[src/rtl/if_fetch_stage_pkg.sv]
// Shared definitions for the instruction-fetch stage: reset PC, NOP word, FSM encoding.
// Latency: n/a (declarations only).
// Backpressure: n/a.
package if_fetch_stage_pkg;

  localparam logic [31:0] RESET_PC_DEF  = 32'h0000_3000;
  localparam logic [31:0] NOP_INSTR_DEF = 32'h0000_0000;

  // FETCH: request outstanding; WAIT_HOLD: instruction captured while decode is stalled
  typedef enum logic {
    FETCH     = 1'b0,
    WAIT_HOLD = 1'b1
  } fetch_state_t;

  // Retired-fetch counter increment; wraps modulo 2^32
  function automatic logic [31:0] cnt_inc(input logic [31:0] v);
    return v + 32'd1;
  endfunction

endpackage

[src/rtl/if_fetch_stage_if.sv]
// Instruction-memory fetch bus: request/address out, ready/data back.
// Latency: imem_ready may arrive any number of cycles after imem_req.
// Backpressure: requester holds imem_addr until imem_ready or it abandons the request.
interface if_fetch_stage_if;
  logic        imem_req;
  logic [31:0] imem_addr;
  logic        imem_ready;
  logic [31:0] imem_rdata;

  modport master (
    output imem_req,
    output imem_addr,
    input  imem_ready,
    input  imem_rdata
  );

  modport slave (
    input  imem_req,
    input  imem_addr,
    output imem_ready,
    output imem_rdata
  );
endinterface

[src/rtl/if_fetch_stage_if_id_reg.sv]
// IF/ID pipeline register with load, flush (NOP insertion) and hold.
// Latency: 1 cycle from load/flush to outputs.
// Backpressure: neither load nor flush asserted holds contents (decode stall).
module if_id_reg
  import if_fetch_stage_pkg::*;
#(
  parameter logic [31:0] NOP_INSTR = NOP_INSTR_DEF
) (
  input  logic        clk,
  input  logic        rst_n,
  input  logic        i_load,
  input  logic        i_flush,
  input  logic [31:0] i_instr,
  input  logic [31:0] i_pc4,
  output logic [31:0] o_instr,
  output logic [31:0] o_pc4,
  output logic        o_valid
);

  logic [31:0] r_instr;
  logic [31:0] r_pc4;
  logic        r_valid;

  // Flush wins over load; a flush keeps the old PC+4 since the slot carries no instruction
  always_ff @(posedge clk or negedge rst_n) begin
    if (!rst_n) begin
      r_instr <= NOP_INSTR;
      r_pc4   <= 32'd0;
      r_valid <= 1'b0;
    end else if (i_flush) begin
      r_instr <= NOP_INSTR;
      r_valid <= 1'b0;
    end else if (i_load) begin
      r_instr <= i_instr;
      r_pc4   <= i_pc4;
      r_valid <= 1'b1;
    end
  end

  assign o_instr = r_instr;
  assign o_pc4   = r_pc4;
  assign o_valid = r_valid;

endmodule

[src/rtl/if_fetch_stage.sv]
// MIPS instruction-fetch stage: PC register, imem request, stall hold buffer, IF/ID load.
// Latency: instruction reaches IF/ID on the edge imem_ready is seen; 1 instr/cycle back-to-back.
// Backpressure: decode stall parks a returned instruction in the hold buffer and drops imem_req.
module if_fetch_stage
  import if_fetch_stage_pkg::*;
#(
  parameter logic [31:0] RESET_PC  = RESET_PC_DEF,
  parameter logic [31:0] NOP_INSTR = NOP_INSTR_DEF
) (
  input  logic                  clk,
  input  logic                  rst_n,
  input  logic [31:0]           next_addr,
  input  logic [31:0]           pc_plus4,
  input  logic                  redirect,
  input  logic                  stall,
  if_fetch_stage_if.master      imem,
  output logic [31:0]           cur_pc,
  output logic [31:0]           id_instr,
  output logic [31:0]           id_pc_4,
  output logic                  id_valid,
  output logic [31:0]           fetch_cnt
);

  fetch_state_t r_state;
  fetch_state_t w_state_nxt;
  logic [31:0]  r_pc;
  logic [31:0]  r_hold_instr;
  logic [31:0]  r_hold_pc4;
  logic [31:0]  r_fetch_cnt;

  logic         w_req;
  logic         w_id_load;
  logic         w_id_from_hold;
  logic         w_id_flush;
  logic         w_pc_load;
  logic         w_hold_cap;
  logic [31:0]  w_id_instr_in;
  logic [31:0]  w_id_pc4_in;

  // State register
  always_ff @(posedge clk or negedge rst_n) begin
    if (!rst_n) r_state <= FETCH;
    else        r_state <= w_state_nxt;
  end

  // Next-state: redirect always returns to FETCH; stall on a returning fetch parks in WAIT_HOLD
  always_comb begin
    w_state_nxt = r_state;
    case (r_state)
      FETCH: begin
        if (!redirect && imem.imem_ready && stall) w_state_nxt = WAIT_HOLD;
      end
      WAIT_HOLD: begin
        if (redirect || !stall) w_state_nxt = FETCH;
      end
      default: w_state_nxt = FETCH;
    endcase
  end

  // Output/control decode; redirect has top priority and drops any same-cycle response
  always_comb begin
    w_req          = 1'b0;
    w_id_load      = 1'b0;
    w_id_from_hold = 1'b0;
    w_id_flush     = 1'b0;
    w_pc_load      = 1'b0;
    w_hold_cap     = 1'b0;
    case (r_state)
      FETCH: begin
        w_req = 1'b1;
        if (redirect) begin
          w_id_flush = 1'b1;
          w_pc_load  = 1'b1;
        end else if (imem.imem_ready && !stall) begin
          w_id_load  = 1'b1;
          w_pc_load  = 1'b1;
        end else if (imem.imem_ready) begin
          w_hold_cap = 1'b1;
        end else if (!stall) begin
          w_id_flush = 1'b1;
        end
      end
      WAIT_HOLD: begin
        if (redirect) begin
          w_id_flush = 1'b1;
          w_pc_load  = 1'b1;
        end else if (!stall) begin
          w_id_load      = 1'b1;
          w_id_from_hold = 1'b1;
          w_pc_load      = 1'b1;
        end
      end
      default: ;
    endcase
  end

  // PC register and retired-fetch counter
  always_ff @(posedge clk or negedge rst_n) begin
    if (!rst_n) begin
      r_pc        <= RESET_PC;
      r_fetch_cnt <= 32'd0;
    end else begin
      if (w_pc_load) r_pc <= next_addr;
      if (w_id_load) r_fetch_cnt <= cnt_inc(r_fetch_cnt);
    end
  end

  // Hold buffer: captures a response during stall, cleared when a redirect discards it
  always_ff @(posedge clk or negedge rst_n) begin
    if (!rst_n) begin
      r_hold_instr <= NOP_INSTR;
      r_hold_pc4   <= 32'd0;
    end else if (redirect) begin
      r_hold_instr <= NOP_INSTR;
      r_hold_pc4   <= 32'd0;
    end else if (w_hold_cap) begin
      r_hold_instr <= imem.imem_rdata;
      r_hold_pc4   <= pc_plus4;
    end
  end

  assign w_id_instr_in = w_id_from_hold ? r_hold_instr : imem.imem_rdata;
  assign w_id_pc4_in   = w_id_from_hold ? r_hold_pc4   : pc_plus4;

  if_id_reg #(
    .NOP_INSTR (NOP_INSTR)
  ) u_if_id_reg (
    .clk     (clk),
    .rst_n   (rst_n),
    .i_load  (w_id_load),
    .i_flush (w_id_flush),
    .i_instr (w_id_instr_in),
    .i_pc4   (w_id_pc4_in),
    .o_instr (id_instr),
    .o_pc4   (id_pc_4),
    .o_valid (id_valid)
  );

  // Request is forced low while reset is held so the memory never sees a stale fetch
  assign imem.imem_req  = w_req & rst_n;
  assign imem.imem_addr = r_pc;
  assign cur_pc         = r_pc;
  assign fetch_cnt      = r_fetch_cnt;

endmodule

[src/flat_wrapper.sv]
// flat-port wrapper written by rule: the top's interface ports become plain ports
module if_fetch_stage_flat import if_fetch_stage_pkg::*;
#(
  parameter logic [31:0] RESET_PC  = RESET_PC_DEF,
  parameter logic [31:0] NOP_INSTR = NOP_INSTR_DEF
)
  (clk, rst_n, next_addr, pc_plus4, redirect, stall, cur_pc, id_instr, id_pc_4, id_valid, fetch_cnt, imem_imem_req, imem_imem_addr, imem_imem_ready, imem_imem_rdata);
  if_fetch_stage_if imem_i ();
  input  logic clk;
  input  logic rst_n;
  input  logic [31:0] next_addr;
  input  logic [31:0] pc_plus4;
  input  logic redirect;
  input  logic stall;
  output logic [31:0] cur_pc;
  output logic [31:0] id_instr;
  output logic [31:0] id_pc_4;
  output logic id_valid;
  output logic [31:0] fetch_cnt;
  output wire logic [$bits(imem_i.imem_req)-1:0] imem_imem_req;
  output wire logic [$bits(imem_i.imem_addr)-1:0] imem_imem_addr;
  input wire logic [$bits(imem_i.imem_ready)-1:0] imem_imem_ready;
  input wire logic [$bits(imem_i.imem_rdata)-1:0] imem_imem_rdata;
  assign imem_imem_req = imem_i.imem_req;
  assign imem_imem_addr = imem_i.imem_addr;
  assign imem_i.imem_ready = imem_imem_ready;
  assign imem_i.imem_rdata = imem_imem_rdata;
  if_fetch_stage #(.RESET_PC(RESET_PC), .NOP_INSTR(NOP_INSTR)) u_core (.clk(clk), .rst_n(rst_n), .next_addr(next_addr), .pc_plus4(pc_plus4), .redirect(redirect), .stall(stall), .imem(imem_i), .cur_pc(cur_pc), .id_instr(id_instr), .id_pc_4(id_pc_4), .id_valid(id_valid), .fetch_cnt(fetch_cnt));
endmodule
[config.mk]
export PLATFORM = sky130hd
export DESIGN_NAME = if_fetch_stage_flat
export DESIGN_NICKNAME = d
export VERILOG_FILES = /design/src/rtl/if_fetch_stage_pkg.sv /design/src/rtl/if_fetch_stage_if.sv /design/src/rtl/if_fetch_stage_if_id_reg.sv /design/src/rtl/if_fetch_stage.sv /design/src/flat_wrapper.sv
export SDC_FILE = /design/constraint.sdc
export NUM_CORES = 1
export LEC_CHECK = 0
export BUFFER_PORTS_ARGS = -buffer_cell sky130_fd_sc_hd__clkbuf_2
export CAP_MARGIN = 20
export CORE_AREA = 4 4 133 135
export DETAILED_ROUTE_END_ITERATION = 12
export DIE_AREA = 0 0 137 139
export GPL_ROUTABILITY_DRIVEN = 0
export GPL_TIMING_DRIVEN = 0
export HOLD_SLACK_MARGIN = 0.02
export PLACE_DENSITY = 0.94
export SETUP_SLACK_MARGIN = 0.2
export SLEW_MARGIN = 20
export SYNTH_ARGS = -nofsm -noshare
export SYNTH_HDL_FRONTEND = slang
export SYNTH_HIERARCHICAL = 1
export SYNTH_SLANG_ARGS = --single-unit
[constraint.sdc]
create_clock -name clk -period 5.57 [get_ports clk]
set_input_delay 1.671 -clock clk [delete_from_list [all_inputs] [get_ports clk]]
set_output_delay 1.671 -clock clk [all_outputs]
set_load 0.02 [all_outputs]
=== Yosys cells after proc, flatten, opt, wreduce, memory -nomap -nowiden ===
Index checks and enable logic that the tools add are counted.

* Muxes and demuxes: 32
* Reduce and logical (&&, ||, !) cells: 9
* $add $sub $neg: 1
* Bitwise logic cells: 3

{| class="wikitable"
|+ Operators by type and width
! cell !! count
|-
| 32-bit two-way mux || 8
|-
| 32-bit by 1-bit adder with 32-bit output (second input constant) || 1
|-
| 1-bit two-way mux || 20
|-
| 1-bit one-hot mux with 2 select lines || 4
|-
| 2-bit nonzero test || 2
|-
| 1-bit logical AND || 3
|-
| 1-bit zero test || 2
|-
| 1-bit inverter || 2
|-
| 2-bit AND reduction || 1
|-
| 1-bit AND || 1
|-
| 1-bit logical OR || 1
|}

* Output and inout port bits: 162
* Input port bits: 101
* Logic and storage cells: 53
* Bits in registers: 194

=== Longest topological paths before layout ===
Gate-level depths: netlist (run 1).

* Depth in word-level cells: 7
* Gate-level depth with buffers: 7
* Depth with buffers taken out: 5

=== Hierarchy ===
Netlist (run 1), hierarchy kept.

{| class="wikitable"
|+ By module, submodules not included
! module !! cells each !! sequential area each (um2) !! times used !! area each (um2)
|-
| if_fetch_stage || 581 || 3230.6 || 1 || 6442.4
|-
| if_id_reg || 176 || 1626.6 || 1 || 2648.8
|}

=== Worst setup path after synthesis (run 1) ===
Ideal clock, no wire load.

* Kind: input-to-output
* From: input rst_n
* To: output imem_imem_req
* Data required time: 3899 ps
* Arrival: 1878 ps
* Path buffers: 0
* Slack: 2021 ps
* Stages: 1
* Path through: and2b_1

* Cells in the longest elaborated chain, start to end: 1

{| class="wikitable"
|+ RTL lines
! item !! line !! source
|-
| start: declaration || flat_wrapper.sv:10 || <nowiki>input logic rst_n;</nowiki>
|-
| 1-bit AND || if_fetch_stage.sv:140 || <nowiki>assign imem.imem_req = w_req & rst_n;</nowiki>
|-
| end: declaration || flat_wrapper.sv:20 || <nowiki>output wire logic [$bits(imem_i.imem_req)-1:0] imem_imem_req;</nowiki>
|}

Every way passes these cells.

=== Final worst setup path (run 1) ===
Ends and elaborated chain as after synthesis.

==> flow_summary.yaml, run 1 <==
clocking:
  cts_sinks: 194
  cts_resized: 0
  cts_root_buf: "clkbuf_16"
  post-cts-setup-buffers: 0
  clock_latency_ns: 0.43
  clk_path_buf_depth: 2
  cts_buffers: 17
  clkTransAtPathRegs_ns: 0.07
  h-tree-depth: 4
  ctsHoldBuffers: 0
  cts_tree: "done"
synthesis:
  synth_area_leader_cell: "dfrtp_1"
  synth_top_area_share: 0.528
  ys_top_cells_by_area: "dfrtp_1 (53%), mux2_2 (12%), mux2_4 (5.0%)"
  ys_warn_count: 6
  yosysSeqAreaShare: 0.534
  synth_area_um2: 9090
  ys_ff_latch: 194
  synthCells: 757
  synth.distinct_cells: 42
  syn_area_per_cell_um2: 12.0
  syn-num-nets: 859
sta:
  finalSetupTns_ns: 0
  max_freq_mhz: 225
  period_share: 0.798
  worst_pin_slew_ns: 0.574
  clock_skew_ns: 0.0150
  drv_slew: 0
  worst_slack_ns: 1.13
  hold_viol: 0
  grt_setup_unrepaired: "no"
  period_needed_ns: 4.44
  setup_violations: 0
  slew_headroom: 0.616
detailed_routing:
  drt-total-wl_mm: 23.1
  first_pass_iters: 5
  viasPerCell: 5.25
  drcViolationCount: 0
  wl_per_cell_um: 18.2
  vias: 6683
  initialDrtViolationCount: 328
  drtAntennaViolNets: 0
worst_hold_path:
  holdPathStages: 1
  hp-start: "u_core/fetch_cnt[31]"
  hold_path_class: "register to register"
  worstHoldEndpoint: "u_core/fetch_cnt[31]"
critical_path:
  critPathBufInv: 3
  path_cells: "clkbuf_8 > buf_16 > and2b_1 > clkbuf_2"
  cp.depth: 4
  cp_data_arrival_time_ns: 2.77
  critPathSlowestCell: "buf_16"
  cp.required_ns: 3.90
  path_class: "primary input to output port"
  setup.worst_path.start: "rst_n"
  reg2reg_to: "u_core/cur_pc[15]"
  regToRegStartpoint: "u_core/r_state"
  r2r_cells: 5
  cp_top_family: "buffers and inverters"
  worstPathMaxFanout: 93
  r2r_slack_ns: 3.47
  startpoint_type: "primary input"
  end_kind: "output port"
  critPathMaxStageDelay_ns: 0.36
pwr:
  p_sw_mw: 1.07
  seq_power_share: 0.453
  p_int_mw: 2.55
  pwr-share-clk: 0.348
  irDropWorstVdd_mv: 0.206
  leakage_nw: 5.59
  netSwitchingFraction: 0.296
  p_comb_frac: 0.200
  powerDensity_nw_per_um2: 319
placed_design:
  hpwlAfterDp_mm: 17.3
  port_buffers: 262
  post_dp_cell_area_um2: 10700
  pre_cts_ws_ns: 1.13
  place_inst: 1241
floorplanning:
  fp.dieW_um: 137
  ioPinCount: 263
  start_util: 0.552
  core_area_um2: 16500
  dieArea_um2: 19000
  die_h_um: 139
  rows: 47
layout:
  area_growth_pct: 24.9
  final_cell_mix: "clkbuf_2 (261), dfrtp_1 (192), mux2_2 (99)"
  final_common_cell: "clkbuf_2"
  utilization: 0.690
  diodes: 0
  drive_gt1_frac: 0.478
  nNetsFinal: 1142
  instances_no_fill: 1273
  postLayoutCellArea_um2: 11400
global_route:
  grt_pass1_wl_mm: 36.8
  antenna_found_initial: 0
  grt_start_max_net_pins: 94
  grt_use_total: 0.244
  overflow: 0
  grt_pass1_vias: 7066
job:
  drv_cap: 0
outcome:
  status: "finished, final reports clean"
-- routing by layer --
metal / share of wire / vias up / GRT usage
met2: 0.50 / 255 / 0.421
met1: 0.39 / 3309 / 0.285
met5: 0 / - / 0
met4: 0.033 / 0 / 0.0977
li1: - / 3081 / -
met3: 0.079 / 38 / 0.0679
-- power groups by stage --
stage	sequential (mW)	combinational, mW	clock (mW)
5_1_grt	1.66	0.776	1.35
4_1_cts	1.64	0.732	1.28
3_3_place_gp	1.66	0.705	0
3_5_place_dp	1.67	0.728	0
6_report	1.64	0.723	1.26
2_1_floorplan	1.78	0.305	0
-- cells in the mapped netlist (all sizes together) --
library cell,count
dfstp,2
and4,4
nand2,76
ha,1
xor2,16
dfrtp,192
nor2,46
mux2i,32
and4bb,1
buf,59
and2,3
xnor2,15
nor4b,1
clkbuf,17
o21ai,64
and2b,1
or2,1
nand2b,64
and3,3
nand4,5
nand3,9
nor4,2
mux2,129
and4b,1
nor3,7
inv,3
nor3b,2
nor2b,1
-- layout make-up --
class	instances	area, um2
Fill cell	1124	5110
Sequential cell	194	4860
Multi-Input combinational cell	484	3750
Timing Repair Buffer	264	1380
Buffer	76	473
Clock buffer	18	439
Tap cell	220	275
Clock inverter	14	175
Inverter	3	11.3
-- worst reg2reg max path, delay by kind of cell, from the launching register on --
family        cells  cell delay (ns)
buf+inv           1             0.39
flops             1             0.42
mux               1             0.39
simple gates      3             0.80
-- registers in the layout, summed over array words and instances (netlist names) --
register                    flops
u_core/u_if_id_reg/o_valid      1
u_core/r_state                  1
u_core/cur_pc                  32
u_core/u_if_id_reg/o_instr     32
u_core/r_hold_instr            32
u_core/u_if_id_reg/o_pc4       32
u_core/fetch_cnt               32
u_core/r_hold_pc4              32
-- worst max path at each step --
stage	to	slack, ns
after detailed placement	imem_imem_req	1.13
after CTS	imem_imem_req	1.13
final	imem_imem_req	1.13
after global routing	imem_imem_req	1.04
after floorplan	imem_imem_req	2.02
after global placement	imem_imem_req	-2.00
-- metrics by stage --
step / total power [mW] / hold slack (ns)
floorplan: 2.09 / 0.511
global placement: 2.36 / 0.472
detailed placement: 2.39 / 0.483
CTS: 3.65 / 0.493
global route: 3.78 / 0.510
finish: 3.62 / 0.482
-- cell families (layout without fill, tap and decap cells) --
family          Yosys count  in the layout  synth area share
compound gates           64             64            0.0352
flops                   194            194             0.534
simple gates            227            227             0.138
xor+xnor                 31             31            0.0307
mux                     161            161             0.207
buf+inv                  79            375            0.0533
fa+ha+maj                 1              1           0.00138
Note: power is estimated with default switching activity, not from simulation.
==> run 2: changes to the inputs <==
--- a/config.mk
+++ b/config.mk
@@ -7,13 +7,13 @@
 export LEC_CHECK = 0
 export BUFFER_PORTS_ARGS = -buffer_cell sky130_fd_sc_hd__clkbuf_2
 export CAP_MARGIN = 20
-export CORE_AREA = 4 4 133 135
+export CORE_AREA = 4 4 138 140
 export DETAILED_ROUTE_END_ITERATION = 12
-export DIE_AREA = 0 0 137 139
+export DIE_AREA = 0 0 142 144
 export GPL_ROUTABILITY_DRIVEN = 0
 export GPL_TIMING_DRIVEN = 0
 export HOLD_SLACK_MARGIN = 0.02
-export PLACE_DENSITY = 0.94
+export PLACE_DENSITY = 0.89
 export SETUP_SLACK_MARGIN = 0.2
 export SLEW_MARGIN = 20
 export SYNTH_ARGS = -nofsm -noshare
==> constraint.sdc (replaced) <==
create_clock -name clk -period 4.25 [get_ports clk]
set_input_delay 1.275 -clock clk [delete_from_list [all_inputs] [get_ports clk]]
set_output_delay 1.275 -clock clk [all_outputs]
set_load 0.02 [all_outputs]
==> run 2 against run 1 <==
Compared with the run above:
- cell count up 0.79%
- clock-buffer cell count down 1
- via count down 2.2%
- power up 30%
- routed wire length down 3.2%
- sequential share of layout area about the same
- sequential power up 30%
- hold slack better by 0.0029 ns
- cell area about the same
- setup slack worse by 0.62 ns
- combinational power up 29%
- first-iteration DRC count down 4.6%
- critical path type unchanged
- largest power group unchanged
==> flow_summary.yaml, run 2 (same netlist as run 1, synthesis figures left out) <==
outcome:
  status: "finished, final reports clean"
detailed_routing:
  drt-total-wl_mm: 22.4
  drtAntennaViolNets: 0
  drcViolationCount: 0
  first_pass_iters: 4
  vias: 6535
  initialDrtViolationCount: 313
  wl_per_cell_um: 17.5
  viasPerCell: 5.09
global_route:
  grt_use_total: 0.222
  grt_pass1_wl_mm: 35.3
  overflow: 0
  grt_pass1_vias: 6658
  antenna_found_initial: 3
  grt_start_max_net_pins: 93
pwr:
  powerDensity_nw_per_um2: 415
  power.total_mw: 4.72
  leakage_nw: 5.58
  irDropWorstVdd_mv: 0.272
floorplanning:
  fp.dieW_um: 142
  core_area_um2: 17800
  start_util: 0.510
  dieArea_um2: 20400
  rows: 49
  die_h_um: 144
  ioPinCount: 263
layout:
  multi_input_area_um2: 3750
  postLayoutCellArea_um2: 11400
  nNetsFinal: 1142
  area_growth_pct: 24.9
  utilization: 0.637
  seqCellArea_um2: 4860
  drive_gt1_frac: 0.478
  final_cell_mix: "clkbuf_2 (261), dfrtp_1 (192), mux2_2 (99)"
  final_common_cell: "clkbuf_2"
  nFillCells: 1371
sta:
  slew_headroom: 0.593
  setup_violations: 0
  hold_viol: 0
  finalSetupTns_ns: 0
  period_share: 0.882
  max_freq_mhz: 267
  worst_pin_slew_ns: 0.608
  clock_skew_ns: 0.00887
  hold_ws_ns: 0.485
  grt_setup_unrepaired: "no"
  period_needed_ns: 3.75
  drv_slew: 0
critical_path:
  critPathCapture: "imem_imem_req"
  path_class: "primary input to output port"
  worstPathMaxFanout: 92
  critPathMaxStageDelay_ns: 0.38
  cp_data_arrival_time_ns: 2.47
  reg2reg_to: "u_core/u_if_id_reg/o_pc4[18]"
  cp.required_ns: 2.97
  regToRegStartpoint: "u_core/r_state"
  startpoint_type: "primary input"
  r2r_cells: 7
  path_cells: "clkbuf_8 > buf_16 > and2b_1 > clkbuf_2"
  r2r_slack_ns: 2.14
  critPathSlowestCell: "buf_16"
  setup.worst_path.start: "rst_n"
  end_kind: "output port"
clocking:
  clkTransAtPathRegs_ns: 0.07
  cts_buffers: 17
  clk_path_buf_depth: 2
  cts_root_buf: "clkbuf_16"
  clock_latency_ns: 0.43
  cts_tree: "done"
  ctsHoldBuffers: 0
  post-cts-setup-buffers: 0
  h-tree-depth: 4
  cts_resized: 0
  cts_sinks: 194
job:
  drv_cap: 0
placed_design:
  post_dp_cell_area_um2: 10800
  hpwlAfterDp_mm: 16.8
  port_buffers: 262
worst_hold_path:
  hold_path_class: "register to register"
## run 2: cell type report
class / instances / area share
inverters: 3 / 0.000992
repair buffers: 264 / 0.121
flip-flops and latches: 194 / 0.428
multi-input cells: 484 / 0.330
clock buffers: 17 / 0.0375
diodes: 1 / 0.000220
plain buffers: 76 / 0.0416
well taps: 229 / 0.0252
clock inverters: 15 / 0.0155
## run 2: worst max-delay path: cells and delay by family
kind          cells  cell delay, ns
buf+inv           3            0.85
simple gates      1            0.24
## run 2: worst min path at each step
stage / from / to / cells past startpoint / slack, ns
3_3_place_gp: u_core/fetch_cnt[14] / u_core/fetch_cnt[14] / 1 / 0.48
2_1_floorplan: u_core/r_hold_pc4[10] / u_core/r_hold_pc4[10] / 2 / 0.51
6_report: u_core/fetch_cnt[31] / u_core/fetch_cnt[31] / 1 / 0.49
3_5_place_dp: u_core/fetch_cnt[31] / u_core/fetch_cnt[31] / 1 / 0.48
5_1_grt: u_core/fetch_cnt[31] / u_core/fetch_cnt[31] / 1 / 0.51
4_1_cts: u_core/fetch_cnt[31] / u_core/fetch_cnt[31] / 1 / 0.49
## run 2: through the flow
stage,worst slack (ns),cells
6_report,0.502,1283
2_1_floorplan,1.46,757
4_1_cts,0.463,1282
3_5_place_dp,0.462,1250
5_1_grt,0.358,1283
3_3_place_gp,-2.54,1248
## run 2: per-layer routing
layer  vias to the layer above  share of wire  track usage
met3                        45          0.074       0.0671
met1                      3161           0.40        0.270
li1                       3100              -            -
met5                         -         0.0013            0
met2                       225           0.50        0.379
met4                         4          0.024       0.0722
## run 2: report_power, final
group	leakage, nW	total, mW	internal, mW	switching, mW
logic	2.76	0.935	0.416	0.519
registers	2.53	2.14	2.02	0.125
clock network	0.287	1.64	0.888	0.748
total	5.58	4.72	3.32	1.39
